$ cat config.mk
export PLATFORM = sky130hd
export DESIGN_NAME = fpu_unpack_sched
export DESIGN_NICKNAME = d
export VERILOG_FILES = /design/src/rtl/fpu_unpack_pkg.sv /design/src/rtl/exponent.sv /design/src/rtl/unpack_rr_arb.sv /design/src/rtl/fpu_unpack_sched.sv
export SDC_FILE = /design/constraint.sdc
export NUM_CORES = 1
export LEC_CHECK = 0
export ABC_AREA = 0
export CAP_MARGIN = 20
export CORE_MARGIN = 10
export CORE_UTILIZATION = 60
export DETAILED_ROUTE_END_ITERATION = 7
export DONT_BUFFER_PORTS = 1
export HOLD_SLACK_MARGIN = 0.08
export PLACE_DENSITY = 0.88
export REMOVE_ABC_BUFFERS = 1
export SKIP_LAST_GASP = 1
export SLEW_MARGIN = 30
export SYNTH_ARGS = -nofsm -noshare
export SYNTH_HDL_FRONTEND = slang
export SYNTH_HIERARCHICAL = 1
export SYNTH_SLANG_ARGS = --single-unit
$ cat constraint.sdc
create_clock -name clk -period 3.1 [get_ports clk]
set_input_delay 0 -clock clk [delete_from_list [all_inputs] [get_ports clk]]
set_output_delay 0 -clock clk [all_outputs]
set_load 0.01 [all_outputs]
$ cat src/rtl/fpu_unpack_pkg.sv
// Shared types and constants for the FPU exponent-unpack scheduler.
package fpu_unpack_pkg;

  localparam int FP_W  = 64;
  localparam int EXP_W = 11;
  localparam int NREQ  = 2;

  localparam logic [EXP_W-1:0] BIAS_DP       = 11'd1023;
  localparam logic [EXP_W-1:0] BIAS_SP       = 11'd127;
  // Zero/denormal operands report this fixed exponent code; consumers key off e_z.
  localparam logic [EXP_W-1:0] EXP_ZERO_CODE = 11'd2;

  typedef enum logic [1:0] {
    IDLE   = 2'd0,
    UNPK_A = 2'd1,
    UNPK_B = 2'd2,
    OUT    = 2'd3
  } sched_state_e;

  typedef struct packed {
    logic             s;
    logic [EXP_W-1:0] e;
    logic             e_z;
    logic             e_inf;
  } unpk_res_t;

endpackage

$ cat src/rtl/exponent.sv
// Exponent unpack unit: sign, unbiased exponent and zero/all-ones flags of one
// operand. Input is {operand, db}; single precision lives in operand[63:32].
module exponent
  import fpu_unpack_pkg::*;
(
  input  logic [FP_W:0] op_i,
  output unpk_res_t     res_o
);

  logic [FP_W-1:0]  f;
  logic             db;
  logic [EXP_W-1:0] e_dp;
  logic [7:0]       e_sp;
  logic             unused_mant;

  assign f           = op_i[FP_W:1];
  assign db          = op_i[0];
  assign e_dp        = f[62:52];
  assign e_sp        = f[62:55];
  assign unused_mant = ^f[51:0];

  // Field extraction and rebias for the selected precision.
  always_comb begin
    res_o   = '0;
    res_o.s = f[FP_W-1];
    if (db) begin
      res_o.e_z   = (e_dp == '0);
      res_o.e_inf = &e_dp;
      res_o.e     = e_dp - BIAS_DP;
    end else begin
      res_o.e_z   = (e_sp == '0);
      res_o.e_inf = &e_sp;
      res_o.e     = {3'b000, e_sp} - BIAS_SP;
    end
    if (res_o.e_z) begin
      res_o.e = EXP_ZERO_CODE;
    end
  end

endmodule

$ cat src/rtl/unpack_rr_arb.sv
// Two-way round-robin grant; ptr_i names the requester preferred on a tie.
module unpack_rr_arb (
  input  logic       en_i,
  input  logic [1:0] req_i,
  input  logic       ptr_i,
  output logic [1:0] gnt_o,
  output logic       idx_o
);

  // Single requester wins outright; a tie goes to the pointer.
  always_comb begin
    gnt_o = 2'b00;
    idx_o = 1'b0;
    if (en_i) begin
      case (req_i)
        2'b01: begin
          gnt_o = 2'b01;
          idx_o = 1'b0;
        end
        2'b10: begin
          gnt_o = 2'b10;
          idx_o = 1'b1;
        end
        2'b11: begin
          gnt_o = ptr_i ? 2'b10 : 2'b01;
          idx_o = ptr_i;
        end
        default: begin
          gnt_o = 2'b00;
          idx_o = 1'b0;
        end
      endcase
    end
  end

endmodule

$ cat src/rtl/fpu_unpack_sched.sv
// Scheduler sharing one exponent-unpack unit between two operand-pair issuers.
// Optional special-operand counter enabled by macro FPU_UNPACK_STATS_EN.
//
//   state  | meaning
//   IDLE   | no pair in flight; grant window open
//   UNPK_A | shared unit unpacks operand A
//   UNPK_B | shared unit unpacks operand B
//   OUT    | result bundle valid; grant window open on handshake
module fpu_unpack_sched
  import fpu_unpack_pkg::*;
#(
  parameter int   STAT_W   = 16,
  parameter logic RR_RESET = 1'b0
) (
  input  logic                 clk,
  input  logic                 rst_n,
  input  logic [NREQ-1:0]      req_valid,
  output logic [NREQ-1:0]      req_ready,
  input  logic [NREQ*FP_W-1:0] req_fa,
  input  logic [NREQ*FP_W-1:0] req_fb,
  input  logic [NREQ-1:0]      req_db,
  output logic                 out_valid,
  input  logic                 out_ready,
  output logic                 out_tag,
  output logic                 out_db,
  output logic                 out_sa,
  output logic                 out_sb,
  output logic [EXP_W-1:0]     out_ea,
  output logic [EXP_W-1:0]     out_eb,
  output logic                 out_ea_z,
  output logic                 out_eb_z,
  output logic                 out_ea_inf,
  output logic                 out_eb_inf
`ifdef FPU_UNPACK_STATS_EN
  ,
  input  logic                 stat_clr,
  output logic [STAT_W-1:0]    stat_special
`endif
);

  sched_state_e    state_q, state_d;
  logic            rr_ptr_q, rr_ptr_d;
  logic [FP_W-1:0] fa_q, fb_q;
  logic            db_q, tag_q;
  unpk_res_t       res_a_q, res_b_q;
  unpk_res_t       unit_res;
  logic [FP_W:0]   unit_op;
  logic            win;
  logic [1:0]      gnt;
  logic            gnt_idx;
  logic            grant;
  logic [FP_W-1:0] sel_fa, sel_fb;
  logic            sel_db;

  // Reset also closes the window so no ready escapes while rst_n is low.
  assign win = rst_n & ((state_q == IDLE) | ((state_q == OUT) & out_ready));

  unpack_rr_arb u_arb (
    .en_i  (win),
    .req_i (req_valid),
    .ptr_i (rr_ptr_q),
    .gnt_o (gnt),
    .idx_o (gnt_idx)
  );

  assign grant     = |gnt;
  assign req_ready = gnt;
  assign sel_fa    = gnt_idx ? req_fa[2*FP_W-1:FP_W] : req_fa[FP_W-1:0];
  assign sel_fb    = gnt_idx ? req_fb[2*FP_W-1:FP_W] : req_fb[FP_W-1:0];
  assign sel_db    = req_db[gnt_idx];

  exponent u_exponent (
    .op_i  (unit_op),
    .res_o (unit_res)
  );

  // Next state, round-robin pointer and shared-unit operand mux.
  always_comb begin
    state_d  = state_q;
    rr_ptr_d = rr_ptr_q;
    unit_op  = '0;
    case (state_q)
      IDLE: begin
        if (grant) state_d = UNPK_A;
      end
      UNPK_A: begin
        unit_op = {fa_q, db_q};
        state_d = UNPK_B;
      end
      UNPK_B: begin
        unit_op = {fb_q, db_q};
        state_d = OUT;
      end
      OUT: begin
        if (out_ready) state_d = grant ? UNPK_A : IDLE;
      end
      default: state_d = IDLE;
    endcase
    if (grant) rr_ptr_d = ~gnt_idx;
  end

  // State and arbitration pointer registers.
  always_ff @(posedge clk or negedge rst_n) begin
    if (!rst_n) begin
      state_q  <= IDLE;
      rr_ptr_q <= RR_RESET;
    end else begin
      state_q  <= state_d;
      rr_ptr_q <= rr_ptr_d;
    end
  end

  // Capture the granted operand pair, precision and tag.
  always_ff @(posedge clk or negedge rst_n) begin
    if (!rst_n) begin
      fa_q  <= '0;
      fb_q  <= '0;
      db_q  <= 1'b0;
      tag_q <= 1'b0;
    end else if (grant) begin
      fa_q  <= sel_fa;
      fb_q  <= sel_fb;
      db_q  <= sel_db;
      tag_q <= gnt_idx;
    end
  end

  // Latch shared-unit results into the A and B halves of the bundle.
  always_ff @(posedge clk or negedge rst_n) begin
    if (!rst_n) begin
      res_a_q <= '0;
      res_b_q <= '0;
    end else begin
      if (state_q == UNPK_A) res_a_q <= unit_res;
      if (state_q == UNPK_B) res_b_q <= unit_res;
    end
  end

  assign out_valid  = (state_q == OUT);
  assign out_tag    = tag_q;
  assign out_db     = db_q;
  assign out_sa     = res_a_q.s;
  assign out_ea     = res_a_q.e;
  assign out_ea_z   = res_a_q.e_z;
  assign out_ea_inf = res_a_q.e_inf;
  assign out_sb     = res_b_q.s;
  assign out_eb     = res_b_q.e;
  assign out_eb_z   = res_b_q.e_z;
  assign out_eb_inf = res_b_q.e_inf;

`ifdef FPU_UNPACK_STATS_EN
  logic [STAT_W-1:0] stat_q, stat_d;
  logic              stat_hit;

  assign stat_hit = ((state_q == UNPK_A) | (state_q == UNPK_B)) &
                    (unit_res.e_z | unit_res.e_inf);

  // Saturating special-operand count; clear wins over increment.
  always_comb begin
    stat_d = stat_q;
    if (stat_clr) begin
      stat_d = '0;
    end else if (stat_hit && !(&stat_q)) begin
      stat_d = stat_q + STAT_W'(1);
    end
  end

  // Counter register.
  always_ff @(posedge clk or negedge rst_n) begin
    if (!rst_n) stat_q <= '0;
    else        stat_q <= stat_d;
  end

  assign stat_special = stat_q;
`else
  logic [STAT_W-1:0] unused_stat_w;
  assign unused_stat_w = '0;
`endif

endmodule

### Word-level counts from Yosys, hierarchy flattened

Index checks and enable logic that the tools add are counted.
W data, S select, Z words.

* add/sub/neg operators: 2
* magnitude comparators: 1
* equal/unequal tests: 8
* multiplexer cells: 16
* bitwise operators: 4
* reductions and logical operators: 7

Operators with widths (count)
* $pmux W65 S2: 1
* $mux W64: 2
* $mux W13: 1
* $logic_not A11 Y1: 1
* $mux W11: 1
* $reduce_and A11 Y1: 1
* $sub A11 B10 Y11 const B: 1
* $sub A8 B7 Y9 const B: 1
* $eq A2 B2 Y1 const B: 4
* $logic_not A8 Y1: 1
* $mux W2: 4
* $pmux W2 S4: 1
* $reduce_and A8 Y1: 1
* $pmux W2 S3: 1
* $eq A2 B1 Y1 const B: 2
* $mux W1: 4
* $and A1 B1 Y1: 2
* $logic_not A2 Y1: 1
* $lt A1 B2 Y1 const B: 1
* $ne A2 B1 Y1 const B: 1
* $ne A2 B2 Y1 const B: 1
* $pmux W1 S2: 1
* $reduce_and A2 Y1: 1
* $reduce_or A2 Y1: 1
* 2 further kinds: 2

* register bits: 161
* bits of input ports: 263
* logic and storage cells: 52

### Longest topological paths before layout

Gate-level depths: netlist of run 1.

* depth in word-level cells: 9
* depth in mapped cells: 13

### By module

The synthesis of run 1 kept the hierarchy.

By module, submodules not included
* fpu_unpack_sched: instances 1, cells an instance 796, area an instance 8261.7 µm², seq. area each 4028.9 µm²
* exponent: instances 1, cells an instance 83, area an instance 579.3 µm², seq. area each 0.0 µm²
* unpack_rr_arb: instances 1, cells an instance 6, area an instance 26.3 µm², seq. area each 0.0 µm²

### Worst setup path before layout of run 1

Ideal clock, no wire load.

* path type: flip-flop to flip-flop
* start point: register state_q[0]
* end point: register res_a_q (netlist bit out_ea[9])
* library setup time: 0.066 ns
* arrival: 2.655 ns
* slack: 0.379 ns
* cell stages (with the launch flop): 14
* clock period less this slack: 2.721 ns
* cell sequence: dfrtp_1 inv_1 ha_1 buf_2 buf_2 a22oi_1 nor2b_1 inv_1 ha_1 nor4b_1 mux2i_1 nor4_4 a2111oi_1 mux2_2

RTL lines
* start, declared: RTL line fpu_unpack_sched.sv:41 `sched_state_e state_q, state_d;`
* start signal, assigned: RTL line fpu_unpack_sched.sv:108 `state_q <= state_d;`
* end signal, assigned: RTL line fpu_unpack_sched.sv:134 `if (state_q == UNPK_A) res_a_q <= unit_res;`
* end, declared: RTL line fpu_unpack_sched.sv:45 `unpk_res_t res_a_q, res_b_q;`

### Worst setup path after layout of run 1

* start point: register state_q[0]
* end point: register fb_q[57]

* word-level cells in the longest chain between the ends: 6

RTL lines
* $eq A2 B2 Y1: RTL line fpu_unpack_sched.sv:56 `assign win = rst_n & ((state_q == IDLE) | ((state_q == OUT) & out_ready));`
* $and A1 B1 Y1: RTL line fpu_unpack_sched.sv:56
* $or A1 B1 Y1 (*): RTL line fpu_unpack_sched.sv:56
* $and A1 B1 Y1 (*): RTL line fpu_unpack_sched.sv:56
* net win: RTL line fpu_unpack_sched.sv:48 `logic win;`
* $mux W1 (*): RTL line unpack_rr_arb.sv:14 `if (en_i) begin`
* net gnt_idx: RTL line fpu_unpack_sched.sv:50 `logic gnt_idx;`
* $mux W64 (*): RTL line fpu_unpack_sched.sv:69 `assign sel_fb = gnt_idx ? req_fb[2*FP_W-1:FP_W] : req_fb[FP_W-1:0];`
* end signal, assigned: RTL line fpu_unpack_sched.sv:122 `fb_q <= sel_fb;`
* end, declared: RTL line fpu_unpack_sched.sv:43 `logic [FP_W-1:0] fa_q, fb_q;`

Mark *: on every way through the listed nets, which the timed path passes. The rest lies on a longest branch.
A chain may end at the register's enable or synchronous reset.

==> impl_metrics.ini, run 1 <==
[status]
status = finished clean

[hold_path]
hp-class = input port to output pin
holdCritStartpoint = req_valid[1]
hold_depth = 1

[final_layout]
regArea_sq_um = 1430
nets = 645
area_delta_synth_final_pct = 24.1
layout_common_cells = 57 x dfrtp_1, 52 x dlygate4sd3_1, 36 x nand2_1
fillCellCount = 332
multi_input_area_sq_um = 1670
drive_above_1_share = 0.199
antenna-diode-count = 0
layout_commonest_cell = dfrtp_1
fin_util = 0.763

[floorplanning]
die_y_um = 94.9
start_util = 0.615
core_area_sq_um = 5470
dieArea_sq_um = 9010
fp-row-count = 27
io_pins = 296
die_w_um = 94.9

[timing]
grt_setup_unrepaired = no
worst_slew_pin_slew_ns = 0.540
setup_viol_count_final = 0
fmax_ghz = 0.340
finalWorstPathRequiredPeriod_ns = 2.94
slew-limit-headroom = 0.640
final.period_utilization = 0.949
hold_slack_ns = 0.150
finalSetupTns_ns = 0
finClkSkew_ns = 0.00876
hold_viol = 0
maxSlewViolCount = 0

[route]
drt_wl_total_mm = 8.97
ant_nets = 0
vias = 2659
drt-initial-drc-count = 128
first_pass_iters = 4
viasPerCell = 5.92
wire_per_inst_um = 20.0
drc = 0

[global_route]
antenna_found_initial = 0
grt_pass1_wl_mm = 15.0
grt_max_degree = 58
overflow = 0
grt_pass1_vias = 2919
grt_util_all_layers = 0.209

[worst_setup_path]
crit_family = buffers and inverters
critPathArrivalTime_ns = 3.13
path_buf_inv = 3
crit_slowest_cell = dlygate4sd3_1
slowest_delay_ns = 0.61
crit_path_end_kind = flip-flop
cp.depth = 10
start_kind = flip-flop
critical_path_class = flip-flop to flip-flop
crit_path_start = state_q[0]
critPathMaxFanout = 26
cp_cell_sequence = inv_1, ha_1, a21oi_1, nor2b_1, nand2_1, a21oi_4, buf_4, mux2i_1, dlygate4sd3_1, o21ai_0
rr_worst_depth = 10
r2r-start = state_q[0]
critPathRequiredTime_ns = 3.29
r2r_slack_ns = 0.16

[logic_synthesis]
yosys_warnings = 6
synth_area_per_cell_sq_um = 10.3
netlist_area_sq_um = 3370
synthCells = 328

[power_and_ir_drop]
p_leak_nw = 1.79
powerDensity_nw_per_um2 = 1060
power_mw = 4.44
ir_worst_vdd_mv = 0.688

[cts]
ctsRootBufferMaster = clkbuf_8
cts_made_buffers = 9
tritoncts = done
clkTransAtPathRegs_ns = 0.07
clockBufferDepth = 2
clk_latency_ns = 0.34
post_cts_buffers = 0
cts.sinks = 57
htreeDepth = 3

[job]
maxCapViolCount = 0

[placed_design]
dp_hpwl_mm = 5.51
routabilityCongestion = 0.842
numPortBuffers = 0
-- power breakdown --
part	total, mW	internal (mW)	switching, mW
clock network	0.952	0.658	0.294
registers	1.39	1.08	0.312
logic	2.09	1.01	1.08
total	4.44	2.75	1.69
-- worst paths after layout --
kind | to
max | fb_q[57]
max in group asynchronous | out_eb[1]
min | req_ready[0]
max reg2reg | fb_q[57]
min reg2reg | fb_q[56]
min in group asynchronous | fa_q[63]
-- sequential cells by signal (all words and copies together) (netlist names), 2 cells and up --
register / flops
fa_q: 12
fb_q: 12
out_ea: 11
out_eb: 11
state_q: 2
-- metal layers --
metal	global-route usage	part of all wire	vias up
met5	0	0	-
li1	-	-	1229
met4	0.0823	0.021	0
met3	0.0745	0.087	18
met1	0.234	0.38	1305
met2	0.357	0.51	107
-- worst reg2reg max path, delay by kind of cell, from the launching register on --
kind	cells	cell delay, ns
DFF	1	0.44
buffers and inverters	3	1.17
and+or+nand+nor	2	0.38
muxes	1	0.25
adders and majority gates	1	0.24
AOI/OAI and AO/OA	3	0.32
-- what timing repair did --
| item | in CTS | in global routing |
|---|---|---|
| endpoints found under the hold margin | 83 | 0 |
| resized for setup | 0 | 3 |
| hold buffers | 53 | 0 |
| setup endpoints to repair | 0 | 6 |
-- through the flow --
step | setup slack [ns] | cells | cell area [sq um]
2_1_floorplan | -0.191 | 290 | 3100
3_3_place_gp | 0.160 | 380 | 3340
3_5_place_dp | 0.0543 | 380 | 3340
4_1_cts | 0.0247 | 449 | 4170
5_1_grt | 0.00315 | 449 | 4180
6_report | 0.157 | 449 | 4180
-- cell type report --
type | count | share of cell area
multi-input combinational | 224 | 0.399
sequential | 57 | 0.342
timing repair buffer | 71 | 0.164
clock buffer | 11 | 0.0363
clock inverter | 5 | 0.0300
tap | 72 | 0.0216
inverter | 9 | 0.00809
Power figures use the tool's default switching activity.
==> run 2: changes to the inputs <==
Clock period 3.1 ns to 3.15 ns, I/O delays scaled along.
==> run 2 against run 1 <==
Design area is 1.0% lower. First-iteration DRC count down 11%. Worst setup slack better by 0.042 ns. Clock skew down 0.0038 ns. Total power down 7.3%. Non-clock buffer count increased by 3. Largest power group unchanged.
==> impl_metrics.ini, run 2 (synthesis gave the netlist of run 1 again) <==
[final_layout]
layout.cells.non_filler = 454
area_delta_synth_final_pct = 22.8
fillCellCount = 347
drive_above_1_share = 0.203
regArea_sq_um = 1430
largestRegisters = fa_q: 12 flops, fb_q: 12 flops
nets = 648
stdcell_area_sq_um = 4130
layout_commonest_cell = dfrtp_1
multi_input_area_sq_um = 1670
layout_common_cells = 57 x dfrtp_1, 52 x dlygate4sd3_1, 36 x nand2_1

[timing]
fmax_ghz = 0.339
grt_setup_unrepaired = no
final.period_utilization = 0.937
slew-limit-headroom = 0.621
setup_viol_count_final = 0
hold_slack_ns = 0.152
worst_slew_pin_slew_ns = 0.568
finClkSkew_ns = 0.00495
maxSlewViolCount = 0
finalWorstPathRequiredPeriod_ns = 2.95
hold_viol = 0

[global_route]
grt_max_degree = 58
overflow = 0
grt_util_all_layers = 0.204
antenna_found_initial = 0
grt_pass1_wl_mm = 14.2
grt_pass1_vias = 2745

[cts]
tritoncts = done
cts_made_buffers = 9
clockBufferDepth = 2
clk_latency_ns = 0.33
ctsRootBufferMaster = clkbuf_8
clkTransAtPathRegs_ns = 0.06
htreeDepth = 3
cts.sinks = 57

[hold_path]
holdCritStartpoint = req_valid[0]
hp-class = input port to output pin
min_to = req_ready[0]
hold_depth = 2

[worst_setup_path]
r2r_slack_ns = 0.20
r2r-start = state_q[0]
critPathRequiredTime_ns = 3.42
critical_path_class = flip-flop to flip-flop
crit_path_end_kind = flip-flop
start_kind = flip-flop
reg2reg_to = out_ea[9]
critPathMaxFanout = 14
critPathArrivalTime_ns = 3.22
rr_worst_depth = 10

[floorplanning]
fp-row-count = 27
die_y_um = 94.9
dieArea_sq_um = 9010
start_util = 0.615
core_area_sq_um = 5470
io_pins = 296
die_w_um = 94.9

[placed_design]
dp_hpwl_mm = 5.41
placed_cells = 381
numPortBuffers = 0
dpl_cell_area_sq_um = 3360
routabilityCongestion = 0.827

[power_and_ir_drop]
power_frac_clock = 0.155
sequentialPowerShare = 0.333
power.switching_mw = 1.61
cellInternalPower_mw = 2.50
swShare = 0.392
combPwrFrac = 0.512
ir_worst_vdd_mv = 0.522
p_leak_nw = 1.77
power_mw = 4.11
powerDensity_nw_per_um2 = 996

[route]
ant_nets = 0
drt_wl_total_mm = 8.76
wire_per_inst_um = 19.3
drt-initial-drc-count = 114
drc = 0
vias = 2633
viasPerCell = 5.80
first_pass_iters = 5

[job]
maxCapViolCount = 0

[status]
status = finished clean
run 2: changes by cell type in the layout (fill, tap and decap cells not counted):
cell / change
bufinv_16: -4
clkbuf_1: +1
buf_4: +2
clkbuf_8: +2
clkinv_2: +1
diode_2: +2
buf_12: +1
run 2: cell type report:
cell class / count / area share
sequential: 57 / 0.345
clock buffer: 14 / 0.0442
tap: 72 / 0.0218
antenna: 2 / 0.00121
timing repair buffer: 74 / 0.174
multi-input combinational: 224 / 0.403
clock inverter: 2 / 0.00242
inverter: 9 / 0.00818
run 2: per-stage QoR:
step	setup TNS, ns	setup slack, ns	util
final	0	0.198	0.755
after floorplan	-3.62	-0.141	-
after global routing	0	0.00758	0.754
after CTS	0	0.0370	0.749
after detailed placement	0	0.0786	0.614
after global placement	0	0.158	0.614
run 2: critical path: stages (launching register included):
cell,delay [ns]
dfrtp_1,0.43
inv_1,0.12
ha_1,0.50
nor2b_1,0.37
inv_1,0.13
ha_1,0.21
mux2i_1,0.24
nor4_4,0.10
buf_4,0.15
a2111oi_2,0.41
mux2_2,0.23
run 2: power by group through the flow:
| stage | registers [mW] | logic [mW] | clock network, mW |
|---|---|---|---|
| floorplan | 1.29 | 1.36 | 0 |
| global placement | 1.36 | 1.81 | 0 |
| detailed placement | 1.38 | 1.88 | 0 |
| CTS | 1.37 | 1.99 | 0.646 |
| global route | 1.41 | 2.33 | 0.685 |
| finish | 1.37 | 2.11 | 0.637 |
run 2: worst max path at each step:
stage | start | to | slack (ns) | cells past startpoint
after CTS | state_q[0] | out_ea[9] | 0.04 | 10
final | state_q[0] | out_ea[9] | 0.20 | 10
after detailed placement | state_q[0] | out_ea[9] | 0.08 | 10
after global placement | state_q[0] | out_eb[9] | 0.16 | 10
after floorplan | state_q[0] | fa_q[52] | -0.14 | 8
after global routing | state_q[0] | out_ea[9] | 0.008 | 10
run 2: what timing repair did:
item	CTS	global route
setup endpoints to repair	0	10
gates resized for setup	0	3
buffers inserted	0	2
hold buffers	53	0
hold endpoints to repair	83	0
run 2: layer usage:
metal | routed length (um) | up-vias | GRT usage | part of all wire
li1 | - | 1242 | - | -
met1 | 3360 | 1276 | 0.229 | 0.38
met2 | 4510 | 104 | 0.341 | 0.51
met3 | 765 | 11 | 0.0841 | 0.087
met4 | 128 | 0 | 0.0723 | 0.015
met5 | 0 | - | 0 | 0
